===== src/rtl/wb_pkg.sv =====
// wb_pkg: shared writeback types (entry layout, source ids) and the default data width
package wb_pkg;
  localparam int DATA_W = 64;
  typedef struct packed {
    logic [4:0]        rd;
    logic [DATA_W-1:0] data;
  } wb_entry_t;
  typedef enum logic [1:0] {SRC_ALU, SRC_LSU, SRC_NPU, SRC_NONE} wb_src_e;
endpackage


===== src/rtl/wb_arbiter_if.sv =====
// wb_arbiter_if: producer valid/ready/rd/data channels (alu, lsu, npu), regfile write ports a/b, wb_idle; master = arbiter side, slave = producers/regfile side
interface wb_arbiter_if #(parameter int DATA_W = wb_pkg::DATA_W);
  logic              alu_valid, lsu_valid, npu_valid;
  logic              alu_ready, lsu_ready, npu_ready;
  logic [4:0]        alu_rd, lsu_rd, npu_rd;
  logic [DATA_W-1:0] alu_data, lsu_data, npu_data;
  logic              write_enable_a, write_enable_b;
  logic [4:0]        write_addr_a, write_addr_b;
  logic [DATA_W-1:0] write_data_a, write_data_b;
  logic              wb_idle;
  modport master (
    input  alu_valid, lsu_valid, npu_valid, alu_rd, lsu_rd, npu_rd, alu_data, lsu_data, npu_data,
    output alu_ready, lsu_ready, npu_ready, write_enable_a, write_enable_b,
    output write_addr_a, write_addr_b, write_data_a, write_data_b, wb_idle
  );
  modport slave (
    output alu_valid, lsu_valid, npu_valid, alu_rd, lsu_rd, npu_rd, alu_data, lsu_data, npu_data,
    input  alu_ready, lsu_ready, npu_ready, write_enable_a, write_enable_b,
    input  write_addr_a, write_addr_b, write_data_a, write_data_b, wb_idle
  );
endinterface


===== src/rtl/wb_fifo2.sv =====
// wb_fifo2: 2-entry FIFO; ports clk, rst_n, push_valid/push_data (accepted when !full), pop, head, full, empty
module wb_fifo2 #(
  parameter int W = 69
) (
  input  logic         clk,
  input  logic         rst_n,
  input  logic         push_valid,
  input  logic [W-1:0] push_data,
  input  logic         pop,
  output logic [W-1:0] head,
  output logic         full,
  output logic         empty
);
  logic [1:0]   cnt;
  logic [W-1:0] tail;
  logic         push, pp;
  assign full  = cnt == 2'd2;
  assign empty = cnt == 2'd0;
  assign push  = push_valid & ~full;
  assign pp    = pop & ~empty;
  always_ff @(posedge clk or negedge rst_n)
    if (!rst_n) cnt <= 2'd0;
    else cnt <= cnt + {1'b0, push} - {1'b0, pp};
  always_ff @(posedge clk) begin
    if (pp) head <= full ? tail : push_data;
    else if (push && empty) head <= push_data;
    if (push && cnt == 2'd1 && !pp) tail <= push_data;
  end
endmodule


===== src/rtl/wb_arbiter.sv =====
// wb_arbiter: three-source writeback arbiter onto dual regfile write ports; ports clk, rst_n (async active-low), bus (wb_arbiter_if.master)
module wb_arbiter #(
  parameter int DATA_W       = wb_pkg::DATA_W,
  parameter int STARVE_LIMIT = 8
) (
  input  logic          clk,
  input  logic          rst_n,
  wb_arbiter_if.master  bus
);
  import wb_pkg::*;
  localparam int EW = DATA_W + 5;
  logic [2:0]        in_v, full, empty, pop, act, x0, starved, gnt;
  logic [EW-1:0]     in_e [3];
  logic [EW-1:0]     hd [3];
  logic [4:0]        hrd [3];
  logic [DATA_W-1:0] hdat [3];
  logic [7:0]        wcnt [3];
  wb_src_e           ga, gb;
  logic [4:0]        rd_a, rd_b, addr_a, addr_b;
  logic [DATA_W-1:0] d_a, d_b, data_a, data_b;
  logic              we_a, we_b;
  assign in_v  = {bus.npu_valid, bus.lsu_valid, bus.alu_valid};
  assign in_e[0] = {bus.alu_rd, bus.alu_data};
  assign in_e[1] = {bus.lsu_rd, bus.lsu_data};
  assign in_e[2] = {bus.npu_rd, bus.npu_data};
  for (genvar i = 0; i < 3; i++) begin : g_src
    wb_fifo2 #(.W(EW)) u_fifo (
      .clk       (clk),
      .rst_n     (rst_n),
      .push_valid(in_v[i]),
      .push_data (in_e[i]),
      .pop       (pop[i]),
      .head      (hd[i]),
      .full      (full[i]),
      .empty     (empty[i])
    );
    assign hrd[i]     = hd[i][EW-1 -: 5];
    assign hdat[i]    = hd[i][DATA_W-1:0];
    assign x0[i]      = ~empty[i] && hrd[i] == 5'd0;
    assign act[i]     = ~empty[i] && hrd[i] != 5'd0;
    assign starved[i] = wcnt[i] == 8'(STARVE_LIMIT);
    assign pop[i]     = gnt[i] | x0[i];
  end
  always_comb begin
    ga   = SRC_NONE;
    gb   = SRC_NONE;
    gnt  = '0;
    rd_a = '0;
    rd_b = '0;
    d_a  = '0;
    d_b  = '0;
    for (int p = 0; p < 6; p++)
      if (act[p % 3] && starved[p % 3] == (p < 3)) begin
        if (ga == SRC_NONE) begin
          ga = wb_src_e'(2'(p % 3));
          rd_a = hrd[p % 3];
          d_a = hdat[p % 3];
          gnt[p % 3] = 1'b1;
        end else if (gb == SRC_NONE && hrd[p % 3] != rd_a) begin
          gb = wb_src_e'(2'(p % 3));
          rd_b = hrd[p % 3];
          d_b = hdat[p % 3];
          gnt[p % 3] = 1'b1;
        end
      end
  end
  always_ff @(posedge clk or negedge rst_n)
    if (!rst_n) for (int i = 0; i < 3; i++) wcnt[i] <= '0;
    else for (int i = 0; i < 3; i++) wcnt[i] <= (!act[i] || gnt[i]) ? '0 : starved[i] ? wcnt[i] : wcnt[i] + 8'd1;
  always_ff @(posedge clk or negedge rst_n)
    if (!rst_n) begin
      we_a   <= 1'b0;
      we_b   <= 1'b0;
      addr_a <= '0;
      addr_b <= '0;
      data_a <= '0;
      data_b <= '0;
    end else begin
      we_a <= ga != SRC_NONE;
      we_b <= gb != SRC_NONE;
      if (ga != SRC_NONE) {addr_a, data_a} <= {rd_a, d_a};
      if (gb != SRC_NONE) {addr_b, data_b} <= {rd_b, d_b};
    end
  assign bus.alu_ready      = rst_n & ~full[0];
  assign bus.lsu_ready      = rst_n & ~full[1];
  assign bus.npu_ready      = rst_n & ~full[2];
  assign bus.write_enable_a = we_a;
  assign bus.write_enable_b = we_b;
  assign bus.write_addr_a   = addr_a;
  assign bus.write_addr_b   = addr_b;
  assign bus.write_data_a   = data_a;
  assign bus.write_data_b   = data_b;
  assign bus.wb_idle        = &empty & ~we_a & ~we_b;
endmodule


===== src/flat_wrapper.sv =====
// flat-port wrapper written by rule: the top's interface ports become plain ports
module wb_arbiter_flat import wb_pkg::*;
#(
  parameter int DATA_W       = wb_pkg::DATA_W,
  parameter int STARVE_LIMIT = 8
)
  (clk, rst_n, bus_alu_valid, bus_lsu_valid, bus_npu_valid, bus_alu_rd, bus_lsu_rd, bus_npu_rd, bus_alu_data, bus_lsu_data, bus_npu_data, bus_alu_ready, bus_lsu_ready, bus_npu_ready, bus_write_enable_a, bus_write_enable_b, bus_write_addr_a, bus_write_addr_b, bus_write_data_a, bus_write_data_b, bus_wb_idle);
  wb_arbiter_if #(.DATA_W(DATA_W)) bus_i ();
  input  logic clk;
  input  logic rst_n;
  input wire logic [$bits(bus_i.alu_valid)-1:0] bus_alu_valid;
  input wire logic [$bits(bus_i.lsu_valid)-1:0] bus_lsu_valid;
  input wire logic [$bits(bus_i.npu_valid)-1:0] bus_npu_valid;
  input wire logic [$bits(bus_i.alu_rd)-1:0] bus_alu_rd;
  input wire logic [$bits(bus_i.lsu_rd)-1:0] bus_lsu_rd;
  input wire logic [$bits(bus_i.npu_rd)-1:0] bus_npu_rd;
  input wire logic [$bits(bus_i.alu_data)-1:0] bus_alu_data;
  input wire logic [$bits(bus_i.lsu_data)-1:0] bus_lsu_data;
  input wire logic [$bits(bus_i.npu_data)-1:0] bus_npu_data;
  output wire logic [$bits(bus_i.alu_ready)-1:0] bus_alu_ready;
  output wire logic [$bits(bus_i.lsu_ready)-1:0] bus_lsu_ready;
  output wire logic [$bits(bus_i.npu_ready)-1:0] bus_npu_ready;
  output wire logic [$bits(bus_i.write_enable_a)-1:0] bus_write_enable_a;
  output wire logic [$bits(bus_i.write_enable_b)-1:0] bus_write_enable_b;
  output wire logic [$bits(bus_i.write_addr_a)-1:0] bus_write_addr_a;
  output wire logic [$bits(bus_i.write_addr_b)-1:0] bus_write_addr_b;
  output wire logic [$bits(bus_i.write_data_a)-1:0] bus_write_data_a;
  output wire logic [$bits(bus_i.write_data_b)-1:0] bus_write_data_b;
  output wire logic [$bits(bus_i.wb_idle)-1:0] bus_wb_idle;
  assign bus_i.alu_valid = bus_alu_valid;
  assign bus_i.lsu_valid = bus_lsu_valid;
  assign bus_i.npu_valid = bus_npu_valid;
  assign bus_i.alu_rd = bus_alu_rd;
  assign bus_i.lsu_rd = bus_lsu_rd;
  assign bus_i.npu_rd = bus_npu_rd;
  assign bus_i.alu_data = bus_alu_data;
  assign bus_i.lsu_data = bus_lsu_data;
  assign bus_i.npu_data = bus_npu_data;
  assign bus_alu_ready = bus_i.alu_ready;
  assign bus_lsu_ready = bus_i.lsu_ready;
  assign bus_npu_ready = bus_i.npu_ready;
  assign bus_write_enable_a = bus_i.write_enable_a;
  assign bus_write_enable_b = bus_i.write_enable_b;
  assign bus_write_addr_a = bus_i.write_addr_a;
  assign bus_write_addr_b = bus_i.write_addr_b;
  assign bus_write_data_a = bus_i.write_data_a;
  assign bus_write_data_b = bus_i.write_data_b;
  assign bus_wb_idle = bus_i.wb_idle;
  wb_arbiter #(.DATA_W(DATA_W), .STARVE_LIMIT(STARVE_LIMIT)) u_core (.clk(clk), .rst_n(rst_n), .bus(bus_i));
endmodule

===== config.mk =====
export PLATFORM = sky130hd
export DESIGN_NAME = wb_arbiter_flat
export DESIGN_NICKNAME = d
export VERILOG_FILES = /design/src/rtl/wb_pkg.sv /design/src/rtl/wb_arbiter_if.sv /design/src/rtl/wb_fifo2.sv /design/src/rtl/wb_arbiter.sv /design/src/flat_wrapper.sv
export SDC_FILE = /design/constraint.sdc
export NUM_CORES = 1
export LEC_CHECK = 0
export ABC_AREA = 1
export BUFFER_PORTS_ARGS = -buffer_cell sky130_fd_sc_hd__buf_2
export CAP_MARGIN = 20
export CORE_UTILIZATION = 36
export DETAILED_ROUTE_END_ITERATION = 12
export GPL_TIMING_DRIVEN = 0
export SETUP_SLACK_MARGIN = 0.02
export SYNTH_ARGS = -nofsm -noshare
export SYNTH_HDL_FRONTEND = slang
export SYNTH_SLANG_ARGS = --single-unit
export TNS_END_PERCENT = 1

===== constraint.sdc =====
create_clock -name clk -period 8.6 [get_ports clk]
set_clock_uncertainty 0.05 [all_clocks]
set_input_delay 0.43 -clock clk [delete_from_list [all_inputs] [get_ports clk]]
set_output_delay 0.43 -clock clk [all_outputs]
set_load 0.01 [all_outputs]

==> reports/results.txt <==
global-route wire length before repair: 153000 um
post-cts resize count: 0
Sink Count: 584
die span in x: 281 um
DRT antenna net count: 0
clock power share: 0.194
R2R Path End: u_core.g_src[2].u_fifo.tail[19]
Port Buffers: 355
Cell Area, Synth: 0.0281 mm^2
Fin. Hold Viols: 0
Synth area leaders: edfxtp_1 (44%), dfrtp_1 (15%), nand2_1 (11%)
nets@finish: 3729
slew margin rel.: 0.207
CP max stage cell: nand3_2
# DRC: 0
Worst Path Buf+Inv: 4
vias in the first global route: 23400
Slew Limit Fails: 0
grt total ovfl: 0
Reg clk slew, reported paths: 0.06 ns
critical-path maximum fanout: 34
vias per cell: 5.29
GPL Wtd Cong: 0.884
Levels on crit path: 17
hpwl dp: 76800 um
Leak: 16.1 nW
area delta synth->final: 27.9%
clock buffer depth: 3
setup repair bufs after CTS: 0
Detailed Route WL: 107000 um
most frequent cells in the layout: nand2_1 (849), edfxtp_1 (414), buf_2 (391)
syn nets: 3077
part of the power in registers: 0.352
Root Buffer: clkbuf_16
hold crit path type: in2reg
CP startpoint kind: flop
critical path class: reg2reg
Max Freq: 179 MHz
Yosys warning total: 0
Cell Int Power: 8.68 mW
share of cells above drive strength 1: 0.181
Power Density: 431 mW/mm^2
post-synth top area cell: edfxtp_1
Synth cell types: 40
Final Cycle Share: 0.648
combined area of the multi-input logic cells: 0.00971 mm^2
Syn Inst Count: 2853
Logic pwr share: 0.454
TritonCTS Buffers: 68
Setup Viol. Count Final: 0
CP peak stage delay: 0.69 ns
H-tree depth: 3
P_sw: 6.81 mW
flop-to-flop setup slack: 3.03 ns
Period minus WS final: 5.57 ns
Die Y: 281 um
CP Launch Point: u_core.g_src[1].u_fifo.head[66]
fin cells: 4602
num ports: 356
GRT Total Usage: 0.266
Net Sw Frac: 0.440
worst path required time: 8.85 ns
final setup TNS: 0 ns
Iter 0 DRT Violations: 2434
worst path cell trace: inv_1 > nand3_1 > nand2_1 > nor2_4 > nand2_1 > nand2_1 > nand2_1 > nand2_1 > nand2_1 > nor2_1 > nand3_1 > nand3_1 > clkbuf_1 > nand3_2 > buf_4 > nor2_4 > buf_12
share of the synthesized area in the top cell type: 0.442
RSZ-0062 raised after global routing: false
row cnt: 102
DR WL/cell: 23.1 um
starting density of the core: 0.363
worst skew pair latency: 0.62 ns
Critical Path Most Common Cell: nand2_1
status: completed
initial antenna violation count: 4
max-cap viol count: 0
grt met3 use: 0.0637
CTS hold repair buffers: 200
most common cell after layout, fill and taps aside: nand2_1
GRT met1 Usage: 0.357
Mean Syn Cell Area: 9.85 um^2
CTS tree: done
part of the Yosys area used for sequential elements: 0.594
Arr. time, crit path: 5.82 ns
register area: 0.0167 mm^2
reg-to-reg startpoint: u_core.g_src[1].u_fifo.head[66]
largest net degree at the start of global routing: 98
die area: 0.0792 mm^2
routing usage on met2: 0.412
# placed instances: 4275
busiest grt layer: met2
First-pass DRT Iterations: 8
family with the most delay on the worst path: simple AND/OR/NAND/NOR gates
Synth Register Bits: 584
VDD IR max: 0.197 mV
cells on worst reg2reg path: 17
Critical Path Sink: u_core.g_src[2].u_fifo.tail[19]
Filler cells: 7345
actual slew at the worst max-slew pin: 1.19 ns
CP Capture Type: flop
DR vias: 24300
core box area: 0.0773 mm^2
through the flow:
| stage | setup slack, ns | util | hold slack [ns] | cell area (um^2) | power (mW) |
|---|---|---|---|---|---|
| after CTS | 3.12 | 0.465 | 0.0000565 | 35900 | 15.5 |
| after floorplan | -0.512 | - | 0.0844 | 28100 | 9.37 |
| final | 3.03 | 0.465 | 0.0200 | 35900 | 15.5 |
| after detailed placement | 3.15 | 0.409 | 0.404 | 31600 | 12.4 |
| after global placement | -6.58 | 0.403 | 0.406 | 31200 | 12.1 |
| after global routing | 2.81 | 0.465 | 0.000974 | 35900 | 16.4 |
worst register-to-register path, stage by stage, from the launching register on:
cell and delay (ns):
edfxtp_1 0.53, inv_1 0.20, nand3_1 0.22, nand2_1 0.17, nor2_4 0.22, nand2_1 0.21
nand2_1 0.13, nand2_1 0.09, nand2_1 0.07, nand2_1 0.05, nor2_1 0.09, nand3_1 0.14
nand3_1 0.41, clkbuf_1 0.65, nand3_2 0.69, buf_4 0.44, nor2_4 0.56, buf_12 0.30
cell type report:
cell class	instances	share of cell area
clock inverters	39	0.0115
clock buffers	84	0.0525
well taps	1040	0.0362
diodes	4	0.000278
flip-flops and latches	584	0.464
multi-input cells	1817	0.270
plain buffers	178	0.0207
inverters	274	0.0287
repair buffers	582	0.116
cells by family after synthesis:
| logic type | synth area share |
|---|---|
| flops | 0.594 |
| fa+ha+maj | 0.00534 |
| simple gates | 0.163 |
| xor+xnor | 0.00842 |
| buf+inv | 0.0632 |
| compound gates | 0.138 |
| mux | 0.0280 |
routing by layer:
metal  vias to the layer above  routed length [um]
met2                      1169               47800
met1                     11700               44800
met5                         -                   0
li1                      11200                   -
met4                         0                4170
met3                       194                9810
synthesized netlist by cell type:
| cell | number |
|---|---|
| o21a_1 | 36 |
| mux2i_1 | 1 |
| buf_1 | 13 |
| nand2_2 | 3 |
| o2111ai_1 | 1 |
| nor4_1 | 4 |
| a21o_1 | 64 |
| a221oi_1 | 64 |
| or2_2 | 6 |
| o21bai_1 | 1 |
| inv_1 | 266 |
| o21ai_1 | 27 |
| nor2_4 | 5 |
| a22oi_1 | 64 |
| nor2_1 | 78 |
| xor2_1 | 23 |
| o211ai_1 | 35 |
| nand3_4 | 1 |
| buf_4 | 8 |
| a31oi_1 | 3 |
| mux2_2 | 69 |
| ha_1 | 12 |
| a21oi_1 | 11 |
| o21ai_0 | 217 |
| xnor2_1 | 4 |
| nand3_2 | 6 |
| nand4_1 | 91 |
| nor3_1 | 6 |
| o311ai_0 | 2 |
| o22ai_1 | 76 |
| inv_4 | 1 |
| clkbuf_1 | 120 |
| buf_2 | 37 |
| nor3b_1 | 4 |
| edfxtp_1 | 414 |
| inv_2 | 7 |
| dfrtp_1 | 170 |
| nand3_1 | 53 |
| nand2_1 | 849 |
| a21oi_4 | 1 |
state kept, by name, summed over array words and instances, names as in the netlist:
| name | count |
|---|---|
| u_core.g_src.u_fifo.head | 207 |
| u_core.g_src.u_fifo.tail | 207 |
| u_core.bus.write_data_a | 64 |
| u_core.bus.write_data_b | 64 |
| u_core.wcnt | 24 |
| u_core.g_src.u_fifo.cnt | 6 |
| u_core.bus.write_addr_a | 5 |
| u_core.bus.write_addr_b | 5 |
| u_core.bus.write_enable_a | 1 |
| u_core.bus.write_enable_b | 1 |
power groups by stage:
stage | registers [mW] | clock network, mW | logic [mW]
floorplan | 5.35 | 0 | 4.01
global placement | 5.64 | 0 | 6.49
detailed placement | 5.45 | 0 | 6.90
CTS | 5.41 | 3.04 | 7.00
global route | 5.52 | 3.15 | 7.72
finish | 5.45 | 3.00 | 7.03
how the worst min path moves through the flow:
stage,to,cells past startpoint,from
global placement,u_core.bus.write_data_a[42],1,u_core.bus.write_data_a[42]
CTS,u_core.g_src[2].u_fifo.tail[63],1,bus_npu_data[63]
detailed placement,u_core.wcnt[16],1,u_core.wcnt[16]
finish,u_core.g_src[2].u_fifo.tail[13],1,bus_npu_data[13]
floorplan,u_core.bus.write_addr_a[0],0,rst_n
global route,u_core.g_src[1].u_fifo.tail[50],1,bus_lsu_data[50]
Power figures use the tool's default switching activity.
